## config.mk

```make
export PLATFORM = sky130hd
export DESIGN_NAME = param_microcoded_cpu
export DESIGN_NICKNAME = d
export VERILOG_FILES = /design/src/rtl/param_microcoded_cpu_pkg.sv /design/src/rtl/param_microcoded_cpu_alu.sv /design/src/rtl/param_microcoded_cpu.sv
export SDC_FILE = /design/constraint.sdc
export NUM_CORES = 1
export LEC_CHECK = 0
export BUFFER_PORTS_ARGS = -buffer_cell sky130_fd_sc_hd__buf_2
export CORE_MARGIN = 4
export CORE_UTILIZATION = 65
export CTS_BUF_LIST = sky130_fd_sc_hd__clkbuf_4
export DETAILED_ROUTE_END_ITERATION = 6
export GPL_ROUTABILITY_DRIVEN = 0
export PLACE_DENSITY = 0.78
export SLEW_MARGIN = 20
export SYNTH_ARGS = -nofsm -noshare
export SYNTH_HDL_FRONTEND = slang
export SYNTH_SLANG_ARGS = --single-unit
```

## constraint.sdc

```tcl
create_clock -name clock -period 4.2 [get_ports clock]
set_input_delay 0.84 -clock clock [delete_from_list [all_inputs] [get_ports clock]]
set_output_delay 0.84 -clock clock [all_outputs]
set_load 0.02 [all_outputs]
```

## src/rtl/param_microcoded_cpu_pkg.sv

```systemverilog
// Shared types and instruction-field helpers for the parametrised microcoded CPU.
// Field offsets are functions because the package cannot see the core's parameters.
package cpu_pkg;

    typedef enum logic [3:0] {
        OP_NOP  = 4'h0,
        OP_LDI  = 4'h1,
        OP_MOV  = 4'h2,
        OP_ADD  = 4'h3,
        OP_SUB  = 4'h4,
        OP_INC  = 4'h5,
        OP_DEC  = 4'h6,
        OP_AND  = 4'h7,
        OP_XOR  = 4'h8,
        OP_JMP  = 4'h9,
        OP_JZ   = 4'hA,
        OP_JNZ  = 4'hB,
        OP_JC   = 4'hC,
        OP_JNC  = 4'hD,
        OP_HALT = 4'hE,
        OP_NOP2 = 4'hF
    } opcode_e;

    typedef enum logic [1:0] {
        IDLE  = 2'd0,
        FETCH = 2'd1,
        EXEC  = 2'd2
    } state_e;

    localparam int OP_W = 4;

    function automatic int instr_w(input int data_w, input int rsel_w);
        return OP_W + 2 * rsel_w + data_w;
    endfunction

    function automatic int op_lsb(input int data_w, input int rsel_w);
        return data_w + 2 * rsel_w;
    endfunction

    function automatic int rd_lsb(input int data_w, input int rsel_w);
        return data_w + rsel_w;
    endfunction

    function automatic int rs_lsb(input int data_w);
        return data_w;
    endfunction

    localparam int IMM_LSB = 0;

endpackage

```

## src/rtl/param_microcoded_cpu_alu.sv

```systemverilog
// Combinational ALU for the flag-setting ops (ADD..XOR); carry bit doubles as borrow for SUB/DEC.
module cpu_alu
    import cpu_pkg::*;
#(
    parameter int DATA_W = 8
) (
    input  logic [3:0]        op,
    input  logic [DATA_W-1:0] a,
    input  logic [DATA_W-1:0] b,
    output logic [DATA_W-1:0] r,
    output logic              zf,
    output logic              cf
);

    logic [DATA_W:0] ext_s;
    logic [DATA_W:0] one_s;

    assign one_s = {{DATA_W{1'b0}}, 1'b1};

    // One extra bit catches carry-out, and the wrapped top bit of a subtraction is the borrow.
    always_comb begin
        ext_s = {(DATA_W + 1){1'b0}};
        case (opcode_e'(op))
            OP_ADD:  ext_s = {1'b0, a} + {1'b0, b};
            OP_SUB:  ext_s = {1'b0, a} - {1'b0, b};
            OP_INC:  ext_s = {1'b0, a} + one_s;
            OP_DEC:  ext_s = {1'b0, a} - one_s;
            OP_AND:  ext_s = {1'b0, a & b};
            OP_XOR:  ext_s = {1'b0, a ^ b};
            default: ext_s = {(DATA_W + 1){1'b0}};
        endcase
    end

    assign r  = ext_s[DATA_W-1:0];
    assign cf = ext_s[DATA_W];
    assign zf = (ext_s[DATA_W-1:0] == {DATA_W{1'b0}});

endmodule

```

## src/rtl/param_microcoded_cpu.sv

```systemverilog
// Multi-cycle (FETCH/EXEC) CPU core with run-time loadable program memory,
// register file, flags and a combinational debug read port.
module param_microcoded_cpu
    import cpu_pkg::*;
#(
    parameter  int DATA_W  = 8,
    parameter  int NREGS   = 4,
    parameter  int PC_W    = 6,
    localparam int RSEL_W  = $clog2(NREGS),
    localparam int INSTR_W = instr_w(DATA_W, RSEL_W)
) (
    input  logic               clock,
    input  logic               reset,
    input  logic               run,
    input  logic               prog_we,
    input  logic [PC_W-1:0]    prog_addr,
    input  logic [INSTR_W-1:0] prog_data,
    input  logic [RSEL_W-1:0]  dbg_sel,
    output logic [DATA_W-1:0]  dbg_data,
    output logic [PC_W-1:0]    pc,
    output logic               zf,
    output logic               cf,
    output logic               busy,
    output logic               halted
);

    localparam int IMEM_D  = 2 ** PC_W;
    localparam int OP_LSB  = op_lsb(DATA_W, RSEL_W);
    localparam int RD_LSB  = rd_lsb(DATA_W, RSEL_W);
    localparam int RS_LSB  = rs_lsb(DATA_W);

    logic [INSTR_W-1:0] imem_q [IMEM_D];
    logic [DATA_W-1:0]  regs_q [NREGS];
    logic [DATA_W-1:0]  regs_d [NREGS];

    state_e             state_q, state_d;
    logic               busy_q, busy_d;
    logic [PC_W-1:0]    pc_q, pc_d;
    logic [INSTR_W-1:0] ir_q, ir_d;
    logic               zf_q, zf_d;
    logic               cf_q, cf_d;
    logic               halted_q, halted_d;

    logic [3:0]         op_bits_s;
    opcode_e            op_s;
    logic [RSEL_W-1:0]  rd_s, rs_s;
    logic [DATA_W-1:0]  imm_s;
    logic [PC_W-1:0]    tgt_s, pc_inc_s;
    logic [DATA_W-1:0]  alu_r_s;
    logic               alu_zf_s, alu_cf_s;

    assign op_bits_s = ir_q[OP_LSB +: OP_W];
    assign op_s      = opcode_e'(op_bits_s);
    assign rd_s      = ir_q[RD_LSB +: RSEL_W];
    assign rs_s      = ir_q[RS_LSB +: RSEL_W];
    assign imm_s     = ir_q[IMM_LSB +: DATA_W];
    assign tgt_s     = PC_W'(imm_s);
    assign pc_inc_s  = pc_q + {{(PC_W - 1){1'b0}}, 1'b1};

    cpu_alu #(.DATA_W(DATA_W)) u_alu (
        .op (op_bits_s),
        .a  (regs_q[rd_s]),
        .b  (regs_q[rs_s]),
        .r  (alu_r_s),
        .zf (alu_zf_s),
        .cf (alu_cf_s)
    );

    // FSM state register (busy is flopped alongside so it is glitch-free).
    always_ff @(posedge clock or posedge reset) begin
        if (reset) begin
            state_q <= IDLE;
            busy_q  <= 1'b0;
        end else begin
            state_q <= state_d;
            busy_q  <= busy_d;
        end
    end

    // FSM next-state logic.
    always_comb begin
        state_d = state_q;
        case (state_q)
            IDLE:    state_d = run ? FETCH : IDLE;
            FETCH:   state_d = EXEC;
            EXEC:    state_d = (op_s == OP_HALT) ? IDLE : FETCH;
            default: state_d = IDLE;
        endcase
    end

    // FSM outputs, registered on the next edge.
    always_comb begin
        busy_d = 1'b0;
        if (state_d != IDLE) begin
            busy_d = 1'b1;
        end else begin
            busy_d = 1'b0;
        end
    end

    // Program memory: only writable while the core is idle; not reset.
    always_ff @(posedge clock) begin
        if (prog_we && (state_q == IDLE)) begin
            imem_q[prog_addr] <= prog_data;
        end
    end

    // Datapath next state: instruction register, pc, registers, flags and halt pulse.
    always_comb begin
        regs_d   = regs_q;
        pc_d     = pc_q;
        ir_d     = ir_q;
        zf_d     = zf_q;
        cf_d     = cf_q;
        halted_d = 1'b0;
        case (state_q)
            IDLE: begin
                if (run) begin
                    pc_d = {PC_W{1'b0}};
                end else begin
                    pc_d = pc_q;
                end
            end
            FETCH: ir_d = imem_q[pc_q];
            EXEC: begin
                pc_d = pc_inc_s;
                case (op_s)
                    OP_LDI: regs_d[rd_s] = imm_s;
                    OP_MOV: regs_d[rd_s] = regs_q[rs_s];
                    OP_ADD, OP_SUB, OP_INC, OP_DEC, OP_AND, OP_XOR: begin
                        regs_d[rd_s] = alu_r_s;
                        zf_d         = alu_zf_s;
                        cf_d         = alu_cf_s;
                    end
                    OP_JMP:  pc_d = tgt_s;
                    OP_JZ:   pc_d = zf_q  ? tgt_s : pc_inc_s;
                    OP_JNZ:  pc_d = !zf_q ? tgt_s : pc_inc_s;
                    OP_JC:   pc_d = cf_q  ? tgt_s : pc_inc_s;
                    OP_JNC:  pc_d = !cf_q ? tgt_s : pc_inc_s;
                    OP_HALT: begin
                        pc_d     = pc_q;
                        halted_d = 1'b1;
                    end
                    default: pc_d = pc_inc_s;
                endcase
            end
            default: pc_d = pc_q;
        endcase
    end

    // Datapath registers; reset aborts any in-flight EXEC before it commits.
    always_ff @(posedge clock or posedge reset) begin
        if (reset) begin
            pc_q     <= {PC_W{1'b0}};
            ir_q     <= {INSTR_W{1'b0}};
            zf_q     <= 1'b0;
            cf_q     <= 1'b0;
            halted_q <= 1'b0;
            for (int i = 0; i < NREGS; i++) begin
                regs_q[i] <= {DATA_W{1'b0}};
            end
        end else begin
            pc_q     <= pc_d;
            ir_q     <= ir_d;
            zf_q     <= zf_d;
            cf_q     <= cf_d;
            halted_q <= halted_d;
            regs_q   <= regs_d;
        end
    end

    assign dbg_data = regs_q[dbg_sel];
    assign pc       = pc_q;
    assign zf       = zf_q;
    assign cf       = cf_q;
    assign busy     = busy_q;
    assign halted   = halted_q;

endmodule

```

Word level (Yosys, flattened, before mapping)
Memories as Yosys holds them, arrays and structs flattened. A register that Yosys moved wholly into a read port is not among the register bits.
Cells that the tools add are included.
{"block": "classes", "order_cmp": 4, "mux": 31, "eq_ne": 18, "n_reduce_logical": 11, "n_bitwise": 5, "add_sub_neg": 5}
{"operator": "32-bit bitwise mux", "count": 3}
{"operator": "32-bit one-hot mux with 3 select lines", "count": 1}
{"operator": "8-bit 2-to-1 mux", "count": 7}
{"operator": "9-bit one-hot mux with 6 select lines", "count": 1}
{"operator": "8-bit binary-select mux with 2-bit select", "count": 3}
{"operator": "6-bit one-hot mux with 6 select lines", "count": 1}
{"operator": "6-bit 2-to-1 mux", "count": 5}
{"operator": "4-bit == test (second input constant)", "count": 7}
{"operator": "8-bit demux with 2-bit select", "count": 1}
{"operator": "4-bit by 3-bit == test with 1-bit output (second input constant)", "count": 4}
{"operator": "6-bit one-hot mux with 2 select lines", "count": 1}
{"operator": "8-bit by 1-bit adder with 9-bit output (second input constant)", "count": 1}
{"operator": "8-bit by 8-bit adder with 9-bit output", "count": 1}
{"operator": "3-bit greater-or-equal comparator (second input constant)", "count": 3}
{"operator": "2-bit inverter with 3-bit output", "count": 3}
{"operator": "8-bit by 1-bit subtractor with 9-bit output (second input constant)", "count": 1}
{"operator": "8-bit by 8-bit subtractor with 9-bit output", "count": 1}
{"operator": "8-bit AND", "count": 1}
{"operator": "4-bit by 2-bit == test with 1-bit output (second input constant)", "count": 2}
{"operator": "8-bit zero test", "count": 1}
{"operator": "8-bit bitwise XOR", "count": 1}
{"operator": "1-bit 2-to-1 mux", "count": 7}
{"operator": "6-bit by 1-bit adder with 6-bit output (second input constant)", "count": 1}
{"operator": "2-bit one-hot mux with 3 select lines", "count": 1}
{"operator": "12 further kinds", "count": 16}
{"block": "word_totals", "inputBits": 28, "elab_cells": 85, "memories": 1, "out_inout_bits": 18, "mem_bits_rw": 1024, "ff_bits": 44}
{"memory": "imem_q", "depth": 64, "word_bits": 16, "read_ports": 1, "rd_ports_with_merged_regs": 1, "wr": 1, "line": "param_microcoded_cpu.sv:32", "rtl": "logic [INSTR_W-1:0] imem_q [IMEM_D];"}

Logic depth before layout (Yosys ltp)
{"block": "logic_depth", "depth_word": 8, "mapped_depth": 15, "ltp_nobuf": 14}

Modules after synthesis
Synthesis repeated with hierarchy kept, for this count alone.
{"block": "hier_totals", "hier_cells": 2296, "area_unflattened_um2": 43744.5}
{"mod": "param_microcoded_cpu", "cells_per_inst": 2174, "n_inst": 1, "area_per_inst_um2": 42787.3, "seq_area_each_um2": 32250.9}
{"mod": "cpu_alu", "cells_per_inst": 122, "n_inst": 1, "area_per_inst_um2": 957.2, "seq_area_each_um2": 0.0}

Worst setup path after synthesis
Ideal clock, no wire load.
{"block": "synth_timing", "path_type": "flip-flop to flip-flop", "startpoint": "register ir_q[10], read port of imem_q", "endpoint": "register zf_q, in the netlist zf", "arrival_ps": 3508, "path_stages_with_launch": 13, "setup_ps": 95, "required_ps": 4105, "slack_ps": 597, "n_path_buf": 1, "path_cell_list": "dfrtp_1 buf_1 mux4_2 inv_1 ha_1 inv_1 fa_1 a211o_1 a21o_1 a31oi_1 o21ai_0 or4_1 o31ai_1"}
{"block": "synth_via", "elab_chain_cells": 7, "elab_cells_between_ends": 12, "classes_between": "add/sub: 4; mux: 4; bitwise: 3; reduce/logical: 1"}
{"element": "start: declaration", "line": "param_microcoded_cpu.sv:39", "rtl": "logic [INSTR_W-1:0] ir_q, ir_d;"}
{"element": "2-bit inverter with 3-bit output (not written as such) *", "line": "param_microcoded_cpu.sv:62", "rtl": ".a (regs_q[rd_s]),"}
{"element": "8-bit binary-select mux with 2-bit select *", "line": "param_microcoded_cpu.sv:62"}
{"element": "8-bit 2-to-1 mux (not written as such) * (2 in series)", "line": "param_microcoded_cpu.sv:62"}
{"element": "8-bit by 1-bit subtractor with 9-bit output, or another cell as far along", "line": "param_microcoded_cpu_alu.sv:27", "rtl": "OP_DEC: ext_s = {1'b0, a} - one_s;"}
{"element": "9-bit one-hot mux with 6 select lines *", "line": "param_microcoded_cpu_alu.sv:23", "rtl": "case (opcode_e'(op))"}
{"element": "8-bit zero test *", "line": "param_microcoded_cpu_alu.sv:36", "rtl": "assign zf = (ext_s[DATA_W-1:0] == {DATA_W{1'b0}});"}
{"element": "end signal: assignment", "line": "param_microcoded_cpu.sv:165", "rtl": "zf_q <= zf_d;"}
{"element": "end: declaration", "line": "param_microcoded_cpu.sv:40", "rtl": "logic zf_q, zf_d;"}
Every way passes the cells marked *; elsewhere a longest branch is shown, timed or not. The select of a mux whose other input is x is not followed.
A chain may end at the register's enable or synchronous reset.

Worst setup path in the final report
{"block": "layout_timing", "startpoint": "register ir_q[8], read port of imem_q", "endpoint": "register zf_q, in the netlist zf"}
{"block": "layout_via", "elab_chain_cells": 7, "elab_cells_between_ends": 10, "classes_between": "add/sub: 2; mux: 4; bitwise: 3; reduce/logical: 1"}
{"element": "2-bit inverter with 3-bit output (not written as such) *", "line": "param_microcoded_cpu.sv:63", "rtl": ".b (regs_q[rs_s]),"}
{"element": "8-bit binary-select mux with 2-bit select *", "line": "param_microcoded_cpu.sv:63"}
{"element": "8-bit 2-to-1 mux (not written as such) * (2 in series)", "line": "param_microcoded_cpu.sv:63"}
{"element": "8-bit by 8-bit subtractor with 9-bit output, or another cell as far along", "line": "param_microcoded_cpu_alu.sv:25", "rtl": "OP_SUB: ext_s = {1'b0, a} - {1'b0, b};"}
{"element": "9-bit one-hot mux with 6 select lines *", "line": "param_microcoded_cpu_alu.sv:23"}
{"element": "8-bit zero test *", "line": "param_microcoded_cpu_alu.sv:36"}
Marked as above.

==> run_results.csv <==
group,metric,value,unit
run_status,status,"finished clean",
flow_run,cap_viol_max_count,0,
critical_path,critPathMaxFanout,6,
detailed_routing,vias,23490,
timing,fin_crit,3.967,ns
synth,yosys-top-cells-area,"edfxtp_1 71%, mux4_2 13%, dfrtp_1 3.5%, mux2i_1 3.2%, a22oi_1 1.7%",
critical_path,critPathLaunch,"ir_q[8]",
critical_path,regToRegSetupSlack,0.23,ns
timing,fin_hold_ws,0.2867,ns
final_layout,drive_gt1_share,31.15,%
die,ios,46,
synth,yosysWarningCount,0,
place,postPlaceCellArea,45190,sq um
pwr,max-vdd-ir-drop,0.4939,mV
synth,ys.flop_type,"edfxtp_1",
synth,synth_top_area_cell,"edfxtp_1",
timing,finalMaxSlewViolations,0,
critical_path,worst-setup-path-type,"flop to flop",
synth,synth_cells,2193,
die,die_w,266.4,um
cts,cts-root-buf,"clkbuf_4",
global_route,gr-total-overflow,0,
global_route,grt_pass1_wl,151000,um
detailed_routing,routed_wl,100700,um
die,die_h,266.4,um
critical_path,arrival,4.93,ns
synth,synth_area,43390,sq um
synth,synthArstFlopShare,5.535,%
min_path,holdCritPathClass,"primary input to flop",
place,hpwlAfterDp,60260,um
critical_path,crit_path_start_kind,"flop",
cts,post_cts_buffers,0,
final_layout,nets,2563,
die,rows,94,
detailed_routing,drtPass1Iterations,6,
global_route,track_usage,29.27,%
critical_path,required,5.16,ns
place,portBuffers,45,
synth,ys_ff_latch,1084,
synth,synth_top_family_by_area,"multiplexers",
final_layout,final_area,48330,sq um
global_route,grt_pass1_vias,23680,
synth,synth_mux_area_share,16.38,%
detailed_routing,vias_per_cell,6.624,
timing,setup_viol,0,
detailed_routing,wl_per_cell,28.40,um
final_layout,layout.cells.non_filler,3546,
critical_path,reg2regPathDepth,14,
cts,tritoncts,"built",
synth,synth-compound-area-share,4.081,%
synth,syn_nets,2240,
cts,cts_made_buffers,280,
pwr,p_leak,15.87,nW
pwr,power.density,616.9,nW/um^2
global_route,grt_max_degree,65,
cts,htree_levels,5,
die,core_region_area,65980,sq um
detailed_routing,drt_iter0_markers,3387,
synth,synth_common_cells,"1024 x edfxtp_1, 244 x mux4_2, 137 x mux2i_1, 98 x a22oi_1, 94 x nor2_1",
critical_path,r2r-end,"zf",
detailed_routing,antenna_left,0,
place,dp.cells,3097,
final_layout,syn2layout_area_growth,11.39,%
synth,post-synth-top-count-cell,"edfxtp_1",
timing,tightest_slew,1.076,ns
synth,synth.avg_cell_area,19.78,sq um
die,die_area,70950,sq um
critical_path,reg2reg_from,"ir_q[8]",
cts,cts.sinks,1084,
timing,fin_crit_sh,94.45,%
synth,yosysTopAreaCellShare,70.87,%
synth,synthAdderAreaFrac,0.5652,%
critical_path,end_kind,"flop",
synth,synth_edf_count,1024,
synth,yosys.area_share.simple,2.846,%
synth,synth.distinct_cells,65,
cts,clk_pin_slew_worst_paths,0.07,ns
timing,tns,0,ns
timing,grt_setup_unrepaired,"no",
cts,clock_latency,1.13,ns
timing,fmax,0.2521,GHz
synth,synth_xor_area_share,0.2221,%
cts,clk_path_buf_depth,4,
synth,yosysSeqAreaShare,74.33,%
timing,finalHoldViolCount,0,
detailed_routing,drt_drc_violations_left,0,
die,start_util,65.76,%
global_route,antenna_found_initial,9,
critical_path,endpoint,"zf",
timing,finClkSkew,0.05793,ns
timing,max_slew_margin,28.28,%
-- repair_timing --
action,in CTS,in global routing
hold buffers,1,0
resized for setup,0,2
hold endpoints to repair,24,0
endpoints found under the setup margin,0,7
-- routing by layer --
layer | GRT usage [%] | wire length [um]
met4 | 8.938 | 2555
met5 | 0 | 59
met3 | 8.246 | 12290
met2 | 43.71 | 47510
met1 | 43.48 | 38310
-- registers in the layout, summed over array words and instances, names as in the netlist, named ones only --
name / flops
state_q: 2
halted: 1
pc: 6
imem_q: 1024
zf: 1
ir_q: 16
cf: 1
busy: 1
-- worst min path at each step --
stage / from / end / slack [ns] / cells after the start
floorplan: flop / flop / 0.47 / 2
global placement: flop / flop / 0.50 / 2
detailed placement: flop / flop / 0.52 / 2
CTS: prog_data[7] / imem_q[30][7] / 0.19 / 1
global route: prog_data[7] / imem_q[8][7] / 0.26 / 1
finish: prog_data[7] / imem_q[30][7] / 0.29 / 1
-- kinds of logic (layout without fill, tap and decap cells) --
logic type,after synthesis,count (layout)
AOI/OAI and AO/OA,253,253
xor gates and xnor gates,11,11
adders and majority gates,19,19
buffers and inverters,163,647
DFF,1084,1084
muxes,397,397
other,0,5
and+or+nand+nor,266,266
-- through the flow --
step           utilization (%)  setup slack, ns  power (mW)
3_3_place_gp             68.48           0.3176       21.49
4_1_cts                  73.19           0.1762       29.82
2_1_floorplan                -           0.5967       19.14
6_report                 73.25           0.2331       29.81
5_1_grt                  73.23          0.08687       31.30
3_5_place_dp             68.49           0.2309       21.78
-- where the power goes --
group / switching [mW] / internal (mW)
registers: 0.649 / 12.1
clock network: 3.92 / 4.14
logic: 4.95 / 4.02
total: 9.52 / 20.3
-- worst max-delay path: stages, from the launching register on --
cell      delay, ns
dfrtp_2        0.50
mux4_1         0.72
inv_1          0.12
ha_1           0.23
nand2b_4       0.09
nor2_1         0.13
xnor2_1        0.14
a21oi_1        0.11
ha_1           0.38
o21a_1         0.16
a21o_1         0.20
a31oi_1        0.18
o21ai_0        0.15
or4_1          0.51
o31ai_1        0.24
-- placed cells by master, fill, tap and decap left out, types with 7 or more instances in the layout --
master,netlist,layout
edfxtp_1,1024,1024
clkbuf_4,0,379
mux4_2,244,244
mux2i_1,137,137
buf_4,0,111
a22oi_1,98,98
nor2_1,94,93
nand2_1,91,91
dfrtp_1,60,55
clkinv_1,0,52
o21ai_0,45,45
inv_1,44,43
buf_2,50,38
nand3_1,24,24
a21oi_1,24,24
o22ai_1,22,22
ha_1,18,18
mux2_2,12,12
o221ai_1,11,11
o21a_1,10,10
buf_12,0,10
nand3b_1,9,9
inv_2,0,8
xor2_1,7,7
-- cell type report --
type	instances	area, sq um
diodes	5	12.51
clock inverters	64	246.5
repair buffers	160	1234
flip-flops and latches	1084	32260
multi-input cells	946	10480
well taps	864	1081
fillers	3794	17650
clock buffers	379	2845
inverters	44	165.2
Power figures use the tool's default switching activity.
